$ cat src/rtl/timer_scheduler.sv
// timer_scheduler: round-robin arbiter that lends the shared 4-second round timer
// to one requester at a time for a requested number of rounds.
module timer_scheduler #(
    parameter int N_REQ = 4,
    parameter int RW    = 4
) (
    input  logic                clk,
    input  logic                rst_n,
    input  logic [N_REQ-1:0]    req,
    input  logic [N_REQ*RW-1:0] req_rounds,
    input  logic                abort,
    input  logic                timer_finish,
    input  logic [1:0]          timer_detail,
    output logic                timer_en,
    output logic [N_REQ-1:0]    grant,
    output logic [N_REQ-1:0]    done,
    output logic                busy,
    output logic [RW-1:0]       remaining,
    output logic [1:0]          progress
);
    localparam int IW = (N_REQ > 1) ? $clog2(N_REQ) : 1;
    typedef enum logic [2:0] {IDLE, RUN, ZERO, DONE, GAP} state_t;
    state_t state, state_n;
    logic [IW-1:0] idx, idx_n, rr_ptr, rr_n, sel;
    logic [N_REQ-1:0] grant_n, done_n;
    logic [RW-1:0] remaining_n, rounds;
    logic timer_en_n, fin_q, fin_rise, found, cancel;

    always_comb begin
        found = 1'b0;
        sel = '0;
        for (int k = 0; k < N_REQ; k++) begin
            if (!found && req[(int'(rr_ptr) + k) % N_REQ]) begin
                found = 1'b1;
                sel = IW'((int'(rr_ptr) + k) % N_REQ);
            end
        end
    end

    assign rounds   = req_rounds[sel*RW +: RW];
    assign fin_rise = timer_finish & ~fin_q;
    assign cancel   = abort | ~req[idx];
    assign progress = (state == RUN) ? timer_detail : 2'd0;

    always_comb begin
        state_n = state;
        idx_n = idx;
        rr_n = rr_ptr;
        grant_n = grant;
        done_n = '0;
        timer_en_n = timer_en;
        remaining_n = remaining;
        case (state)
            IDLE: if (found) begin
                idx_n = sel;
                grant_n = N_REQ'(1) << sel;
                remaining_n = rounds;
                timer_en_n = |rounds;
                state_n = (|rounds) ? RUN : ZERO;
            end
            RUN: if (cancel) begin
                state_n = GAP;
                grant_n = '0;
                timer_en_n = 1'b0;
                remaining_n = '0;
            end else if (fin_rise && remaining != '0) begin
                remaining_n = remaining - 1'b1;
                if (remaining == RW'(1)) begin
                    state_n = DONE;
                    grant_n = '0;
                    timer_en_n = 1'b0;
                    done_n = N_REQ'(1) << idx;
                end
            end
            ZERO: begin
                state_n = DONE;
                grant_n = '0;
                done_n = N_REQ'(1) << idx;
            end
            DONE: begin
                state_n = GAP;
                rr_n = (idx == IW'(N_REQ - 1)) ? '0 : idx + 1'b1;
            end
            GAP: state_n = IDLE;
            default: state_n = IDLE;
        endcase
    end

    always_ff @(posedge clk or negedge rst_n) begin
        if (!rst_n) begin
            state <= IDLE;
            idx <= '0;
            rr_ptr <= '0;
            fin_q <= 1'b0;
            grant <= '0;
            done <= '0;
            timer_en <= 1'b0;
            remaining <= '0;
            busy <= 1'b0;
        end else begin
            state <= state_n;
            idx <= idx_n;
            rr_ptr <= rr_n;
            fin_q <= timer_finish;
            grant <= grant_n;
            done <= done_n;
            timer_en <= timer_en_n;
            remaining <= remaining_n;
            busy <= state_n != IDLE;
        end
    end
endmodule
$ cat config.mk
export PLATFORM = sky130hd
export DESIGN_NAME = timer_scheduler
export DESIGN_NICKNAME = d
export VERILOG_FILES = /design/src/rtl/timer_scheduler.sv
export SDC_FILE = /design/constraint.sdc
export NUM_CORES = 1
export LEC_CHECK = 0
export CORE_MARGIN = 2
export CORE_UTILIZATION = 45
export CTS_BUF_LIST = sky130_fd_sc_hd__clkbuf_8
export CTS_CLUSTER_SIZE = 16
export DETAILED_ROUTE_END_ITERATION = 12
export PLACE_DENSITY = 0.78
export SYNTH_ARGS = -nofsm -noshare
export SYNTH_HDL_FRONTEND = slang
export SYNTH_SLANG_ARGS = --single-unit
export TNS_END_PERCENT = 50
$ cat constraint.sdc
create_clock -name clk -period 2.55 [get_ports clk]
set_input_delay 0.51 -clock clk [delete_from_list [all_inputs] [get_ports clk]]
set_output_delay 0.51 -clock clk [all_outputs]
set_load 0.05 [all_outputs]
==> metrics, run 1 <==
total grt overflow=0; Die W=58.4 um; crit-path max FO=10; post-synthesis cell count=128; Post-Route WL=3460 um; Detailed Routing Iterations Pass 1=4; dpl ws=-140 ps; PwrDens=~1200 nW/um^2; Core Box Area=2780 sq um; first-pass GRT wire length=about 5600 um; max frequency=408 MHz; pin count of the biggest net entering global routing=23; Avg WL per Cell=roughly 16 um; Inst Count DP=209; Reg clk slew, reported paths=80 ps; worst skew pair latency=270 ps; RSZ-0062 raised after global routing=no; Slew @ Worst Pin=slightly above 500 ps; CTS tree=done; CTS sink cnt=22; FILL cells=222; Final nets=215; Post-DRT Antenna Nets=0; post-layout total power=2.24 mW; Crit path required time=2680 ps; most frequent cells in the layout=39 x clkdlybuf4s50_1, 22 x dfrtp_1, 12 x mux2i_1, 12 x buf_4, 10 x nand2_1; HPWL after DPL=2640 um; synth warn=0; hold buffers post-CTS=0; Synth top area share=41.4%; H-tree depth=1; Final Hold Viols=0; via count=between 1k and 1.5k; layout cell share with drive strength beyond 1=13.7%; # IOs=42; initial core utilization=47.8%; Yosys top cell by area=dfrtp_1; cts repair resizes=0; Seq cells post-synth=22; outcome=finished clean; Met1 Wirelength=between 1000 and 1500 um; max-cap violation count=0; sequential area share after synthesis=41.4%; Die ar.=3410 sq um; final worst slack=approximately 100 ps; Worst Setup End Kind=flop; Num CTS Buffers=3; worst hold slack=505 ps; Setup Crit Path Kind=in2reg; met2 wire length=1780 um; GRT Total Usage=22.1%; cell area after synthesis=1330 sq um; Max VDD drop=0.987 mV; Lkg Pwr=0.876 nW; DR top layer=met4; DRC=0; Synth area leaders=dfrtp_1 41%, mux2i_1 9.0%, ha_1 5.6%, o21ai_0 3.4%, nand2_1 2.8%; most common cell after layout, fill and taps aside=clkdlybuf4s50_1; Clock Root Buffer=clkbuf_8; syn nets=160; relative slew slack=65.4%; crit path DAT=2580 ps; GPL Wtd Cong=0.816; met3 WL=108 um; Final Slew Violations=0; setup_tns=0 ps; CP startpoint kind=input pin; Die H=~58 um; final cell count without fillers=about 210; initial antenna violation count=0; Vias/cell=5.65; post-route cell area=1920 sq um; final core occ=69.0%; Yosys cell types=39; diodes inserted=0; vias in the first global route=1218; final period demand of the worst path=2450 ps; clk buf depth=2; period utilization=96.1%; DR iter-0 viols=51; port buffer count=41; clock skew=2.18 ps; synth-to-layout area growth=44.2%; dpl cell area=1850 sq um; std cell rows=19; class of the worst hold path=reg2reg; syn avg cell area=10.4 sq um; Final setup viols=0; setup bufs post-CTS=0
[logic make-up after synthesis]
kind of cell	synth area share, %
AOI/OAI and AO/OA	18.7
adders and majority gates	5.64
buffers and inverters	4.23
DFF	41.4
muxes	12.4
and+or+nand+nor	17.6
[registers in the layout (all words and copies together), names as in the netlist]
name	count
busy	1
fin_q	1
timer_en	1
state	3
rr_ptr	2
idx	2
done	4
remaining	4
grant	4
[final timing paths]
| path | depth (start not counted) | to | slack, ps | from |
|---|---|---|---|---|
| max reg2reg | 7 | state[0] | 270 | rr_ptr[1] |
| max in group asynchronous | 2 | fin_q | 1740 | rst_n |
| min reg2reg | 2 | grant[1] | 510 | grant[1] |
| min in group asynchronous | 2 | grant[1] | 580 | rst_n |
| max | 8 | state[0] | 100 | req[1] |
| min | 2 | grant[1] | 510 | grant[1] |
[critical path: stages]
cell and delay, ps:
clkdlybuf4s50_1 450, mux2_1 330, o221ai_2 230, buf_12 170, mux2i_1 190, mux2i_1 120
o41ai_2 420, o211ai_1 160
[Yosys cell counts (all sizes together)]
master and count:
a22o 1, a21oi 6, o21a 1, nand2 10, nor4 3, and2 4
nor2 8, mux2 2, buf 2, o41ai 1, mux2i 12, a32o 1
o21ai 10, nor3 2, nand4b 1, nor3b 3, o221ai 1, o211ai 4
dfrtp 22, a21boi 1, and3 2, ha 6, a221oi 1, inv 9
o22a 1, a21o 3, mux4 1, or3b 1, or2b 1, nand2b 2
a32oi 1, nand4bb 1, o31ai 1, nor2b 1, a2bb2oi 1, a211oi 1
[per-layer routing]
metal,global-route usage (%),vias to the layer above
met5,0,-
met4,12.0,0
met3,1.32,9
met2,37.4,38
met1,28.4,577
li1,-,579
[report_power, final]
group	leakage (nW)	total, mW	internal [mW]	switching (mW)
Clock	0.0357	0.333	0.210	0.123
Sequential	0.278	0.624	0.472	0.152
Combinational	0.562	1.29	0.534	0.752
[layout make-up]
| cell class | count | area [sq um] | share of cell area (%) |
|---|---|---|---|
| clock buffer | 3 | 41.3 | 2.15 |
| clock inverter | 1 | 30.0 | 1.57 |
| inverter | 9 | 33.8 | 1.76 |
| multi-input combinational | 95 | 723 | 37.7 |
| sequential | 22 | 551 | 28.7 |
| tap | 31 | 38.8 | 2.02 |
| timing repair buffer | 52 | 500 | 26.1 |
Note: power is estimated with default switching activity, not from simulation.
==> inputs of run 2 (changes only) <==
--- a/config.mk
+++ b/config.mk
@@ -6,11 +6,12 @@
 export NUM_CORES = 1
 export LEC_CHECK = 0
 export CORE_MARGIN = 2
-export CORE_UTILIZATION = 45
+export CORE_UTILIZATION = 48
 export CTS_BUF_LIST = sky130_fd_sc_hd__clkbuf_8
 export CTS_CLUSTER_SIZE = 16
 export DETAILED_ROUTE_END_ITERATION = 12
-export PLACE_DENSITY = 0.78
+export PLACE_DENSITY = 0.82
+export SKIP_CTS_REPAIR_TIMING = 1
 export SYNTH_ARGS = -nofsm -noshare
 export SYNTH_HDL_FRONTEND = slang
 export SYNTH_SLANG_ARGS = --single-unit
==> run 2 against run 1 <==
Compared with the run above: setup slack got worse by 55 ps; total power increased by 1.3%; highest routed layer unchanged; register-to-register slack got worse by 50 ps; fmax decreased by 2.2%; non-clock buffer count unchanged.
==> metrics, run 2 (synthesis results as in run 1) <==
r2r worst-path depth=7; outcome=finished clean; clock skew=4.02 ps; port buffer count=41; Slew @ Worst Pin=521 ps; period utilization=between 90% and 100%; Detailed Routing Iterations Pass 1=6; H-tree depth=1; CP most frequent cell=mux2i_2; Die ar.=3210 sq um; crit-path max FO=10; CP Buf/Inv Count=2; CTS sink cnt=22; diodes inserted=0; Post-Route WL=3420 um; post-layout total power=2.27 mW; Vias/cell=approximately 5.7; Regs by FF count=done: 4 flops, grant: 4 flops, remaining: 4 flops; dpl ws=-130 ps; Worst Setup End Kind=flop; Reg2Reg Setup Slack=around 220 ps; Final nets=215; Slowest-stage cell, CP=clkdlybuf4s50_1; CP startpoint kind=input pin; total grt overflow=0; pin count of the biggest net entering global routing=23; vias in the first global route=1246; RSZ-0062 raised after global routing=yes; Largest delay share family, worst path=compound AO/OA/AOI/OAI gates; FILL cells=~200; Clock Root Buffer=clkbuf_8; worst skew pair latency=around 270 ps; Lkg Pwr=0.877 nW; Crit path required time=2680 ps; Core Box Area=2690 sq um; Setup Crit Path Kind=in2reg; Post-DRT Antenna Nets=0; CP Cell Sequence=clkdlybuf4s50_1 -> mux2_1 -> o221ai_2 -> buf_12 -> mux2i_2 -> mux2i_2 -> o41ai_4 -> o211ai_1; Crit path depth=8; Die H=56.6 um; Worst Setup SP=req[1]; GPL Wtd Cong=~0.77; GRT Total Usage=23.1%; # IOs=between 40 and 50; slowest stage delay, CP=450 ps; CTS tree=done; Num CTS Buffers=3; crit path DAT=2630 ps; layout cell share with drive strength beyond 1=15.4%; max-cap violation count=0; first-pass GRT wire length=roughly 5700 um; std cell rows=19; initial antenna violation count=0; final period demand of the worst path=between 2000 and 3000 ps; DR iter-0 viols=24; Final setup viols=0; Reg clk slew, reported paths=80 ps; PwrDens=1170 nW/um^2; r2r startpoint=rr_ptr[1]; synth-to-layout area growth=46.1%; Final Hold Viols=0; via count=1220; most common cell after layout, fill and taps aside=clkdlybuf4s50_1; class of the worst hold path=reg2reg; Final Slew Violations=0; max frequency=between 300 and 400 MHz; clk buf depth=2; Die W=~57 um; most frequent cells in the layout=39 x clkdlybuf4s50_1, 22 x dfrtp_1, 12 x buf_4, 10 x nand2_1, 10 x mux2i_1; final worst slack=44.5 ps; Avg WL per Cell=16.1 um; HPWL after DPL=2520 um; Max VDD drop=0.939 mV; initial core utilization=49.5%; relative slew slack=about 65%; r2r endpoint=state[0]; setup_tns=0 ps; DRC=0; worst setup path end=state[0]
-- run 2: changes by cell type in the layout (fill, tap and decap cells not counted) --
cell | before | now
mux2i_1 | 12 | 10
nor4_2 | 0 | 1
nor4_1 | 2 | 1
o41ai_2 | 1 | 0
mux2i_2 | 0 | 2
o41ai_4 | 0 | 1
-- run 2: stage by stage --
step	std cells	hold WS [ps]	util, %	instance area (sq um)
4_1_cts	213	504	71.4	1920
5_1_grt	213	540	72.3	1940
3_5_place_dp	209	486	68.7	1850
2_1_floorplan	128	214	-	1330
3_3_place_gp	209	487	68.7	1850
6_report	213	497	72.3	1940
-- run 2: cell type report --
cell class / count / area [sq um] / area share, %
multi-input cells: 95 / 748 / 38.5
repair buffers: 52 / 500 / 25.8
clock inverters: 1 / 30.0 / 1.55
inverters: 9 / 33.8 / 1.74
clock buffers: 3 / 41.3 / 2.12
flip-flops and latches: 22 / 551 / 28.3
well taps: 31 / 38.8 / 2.00
-- run 2: tightest hold or removal path, cell delays in order (launching register included) --
cell and delay [ps]:
dfrtp_1 350, nand2_1 50, o21ai_1 70
-- run 2: per-layer routing --
| layer | GRT usage [%] | vias to the layer above | wire length [um] |
|---|---|---|---|
| met5 | 0 | - | 0 |
| met4 | 9.86 | 0 | 91 |
| met3 | 5.99 | 14 | 177 |
| met2 | 38.5 | 44 | 1700 |
| met1 | 28.2 | 580 | 1450 |
| li1 | - | 582 | - |
-- run 2: worst min path at each step --
stage | startpoint | to | slack, ps | cells after the start
global route | grant[1] | grant[1] | 540 | 2
floorplan | rst_n | busy | 210 | 0
global placement | grant[0] | grant[0] | 490 | 2
detailed placement | grant[1] | grant[1] | 490 | 2
finish | grant[1] | grant[1] | 500 | 2
CTS | grant[1] | grant[1] | 500 | 2
-- run 2: where the power goes --
part	leakage, nW	switching [mW]	internal [mW]
Clock	0.0357	0.119	0.210
Combinational	0.563	0.770	0.552
Sequential	0.278	0.149	0.472
==> inputs of run 3 (changes only) <==
==> constraint.sdc (replaced) <==
create_clock -name clk -period 2.79 [get_ports clk]
set_input_delay 0.558 -clock clk [delete_from_list [all_inputs] [get_ports clk]]
set_output_delay 0.558 -clock clk [all_outputs]
set_load 0.05 [all_outputs]
==> run 3 against run 2 <==
Compared with the run above: non-clock buffer count fell by 5; sequential power fell by 9.2%; wire length fell by 6.5%; register-to-register slack improved by 110 ps; cell count fell by 2.8%; clock power fell by 40%; largest cell class unchanged; highest routed layer unchanged.
==> metrics, run 3 (synthesis results as in run 1) <==
worst setup path end=state[0]; layout cell share with drive strength beyond 1=10.8%; pin count of the biggest net entering global routing=23; Die W=approximately 57 um; clk buf depth=2; port buffer count=just over 40; total grt overflow=0; GRT Total Usage=between 20 and 25%; Detailed Routing Iterations Pass 1=4; synth-to-layout area growth=39.1%; CTS tree=done; via count=approximately 1.2k; r2r worst-path depth=7; period utilization=96.9%; Reg2Reg Setup Slack=330 ps; Die ar.=approximately 3200 sq um; first-pass GRT wire length=5370 um; max-cap violation count=0; Post-DRT Antenna Nets=0; Num CTS Buffers=3; initial core utilization=49.5%; outcome=finished clean; std cell rows=19; Final setup viols=0; most frequent cells in the layout=39 x clkdlybuf4s50_1, 22 x dfrtp_1, 12 x mux2i_1, 10 x nand2_1; Clock Root Buffer=clkbuf_8; Setup Crit Path Kind=in2reg; Die H=56.6 um; Worst Setup SP=req[0]; vias in the first global route=1172; Regs by FF count=done: 4 flops, grant: 4 flops, remaining: 4 flops; CP startpoint kind=input pin; final core occ=~70%; relative slew slack=~64%; DRC=0; initial antenna violation count=0; post-layout total power=between 1.5 and 2 mW; post-route cell area=between 1500 and 2000 sq um; CP Cell Sequence=clkdlybuf4s50_1 -> or3b_1 -> o221ai_2 -> buf_12 -> mux2i_1 -> mux2i_1 -> o41ai_2 -> o211ai_1; Final nets=210; RSZ-0062 raised after global routing=no; clock skew=2.61 ps; Slew @ Worst Pin=541 ps; PwrDens=1010 nW/um^2; crit path DAT=between 2000 and 3000 ps; slowest stage delay, CP=500 ps; net switching fraction of the power=47.7%; final period demand of the worst path=between 2000 and 3000 ps; Avg WL per Cell=15.4 um; Clk pwr share=10.5%; Flop pwr share=30.0%; CP most frequent cell=mux2i_1; Core Box Area=2690 sq um; CTS sink cnt=22; Reg clk slew, reported paths=~80 ps; worst skew pair latency=260 ps; Lkg Pwr=0.838 nW; Vias/cell=5.71; Post-Route WL=between 3000 and 4000 um; Final Hold Viols=0; Worst Setup End Kind=flop; Logic pwr share=about three fifths; dpl cell area=approximately 1800 sq um; DR iter-0 viols=33; internal power=~1 mW; HPWL after DPL=2480 um; crit-path max FO=10; P_sw=0.896 mW; # IOs=42; FILL cells=219; class of the worst hold path=reg2reg; Crit path required time=2900 ps; GPL Wtd Cong=0.801; r2r endpoint=state[0]; max frequency=370 MHz; Slowest-stage cell, CP=clkdlybuf4s50_1; r2r startpoint=rr_ptr[1]; diodes inserted=0; most common cell after layout, fill and taps aside=clkdlybuf4s50_1; Max VDD drop=0.820 mV; Final Slew Violations=0; H-tree depth=1
## run 3: cell types whose count changed in the layout (fill, tap and decap cells not counted), sizes merged
cell / change
buf: -5
bufinv: -1
## run 3: worst min-delay path by stage
stage | from | to | depth (start not counted)
finish | grant[0] | grant[0] | 2
global route | timer_en | timer_en | 2
CTS | timer_en | timer_en | 2
detailed placement | timer_en | timer_en | 2
global placement | timer_en | timer_en | 2
floorplan | rst_n | busy | 0
## run 3: layer usage
layer,wire (um),global-route usage [%],up-vias
li1,-,-,564
met1,1390,27.6,561
met2,1500,33.9,42
met3,175,4.61,16
met4,137,11.9,0
met5,0,0,-
## run 3: cell type report
type	count	area (sq um)	share of cell area, %
tap	31	38.8	2.10
multi-input combinational	95	723	39.1
clock buffer	3	41.3	2.23
sequential	22	551	29.7
inverter	9	33.8	1.83
timing repair buffer	47	463	25.0
## run 3: per-stage QoR
| step | std cells | hold WS, ps | setup WS, ps | setup TNS [ps] |
|---|---|---|---|---|
| after global placement | 204 | 483 | 122 | 0 |
| after CTS | 207 | 507 | 142 | 0 |
| after detailed placement | 204 | 483 | -10.2 | -10.2 |
| after global routing | 207 | 515 | 28.9 | 0 |
| after floorplan | 128 | 262 | 677 | 0 |
| final | 207 | 506 | 87.9 | 0 |
## run 3: power groups by stage
stage          logic, mW  registers, mW  clock network, mW
3_3_place_gp        1.09          0.560                  0
2_1_floorplan      0.580          0.751                  0
6_report            1.12          0.564              0.196
4_1_cts             1.12          0.562              0.199
5_1_grt             1.21          0.580              0.211
3_5_place_dp        1.11          0.569                  0
## run 3: worst max-delay path, delay by kind of cell
family | cells | cell delay, ps
AOI/OAI and AO/OA | 3 | 720
buffers and inverters | 2 | 680
muxes | 2 | 470
and+or+nand+nor | 1 | 390
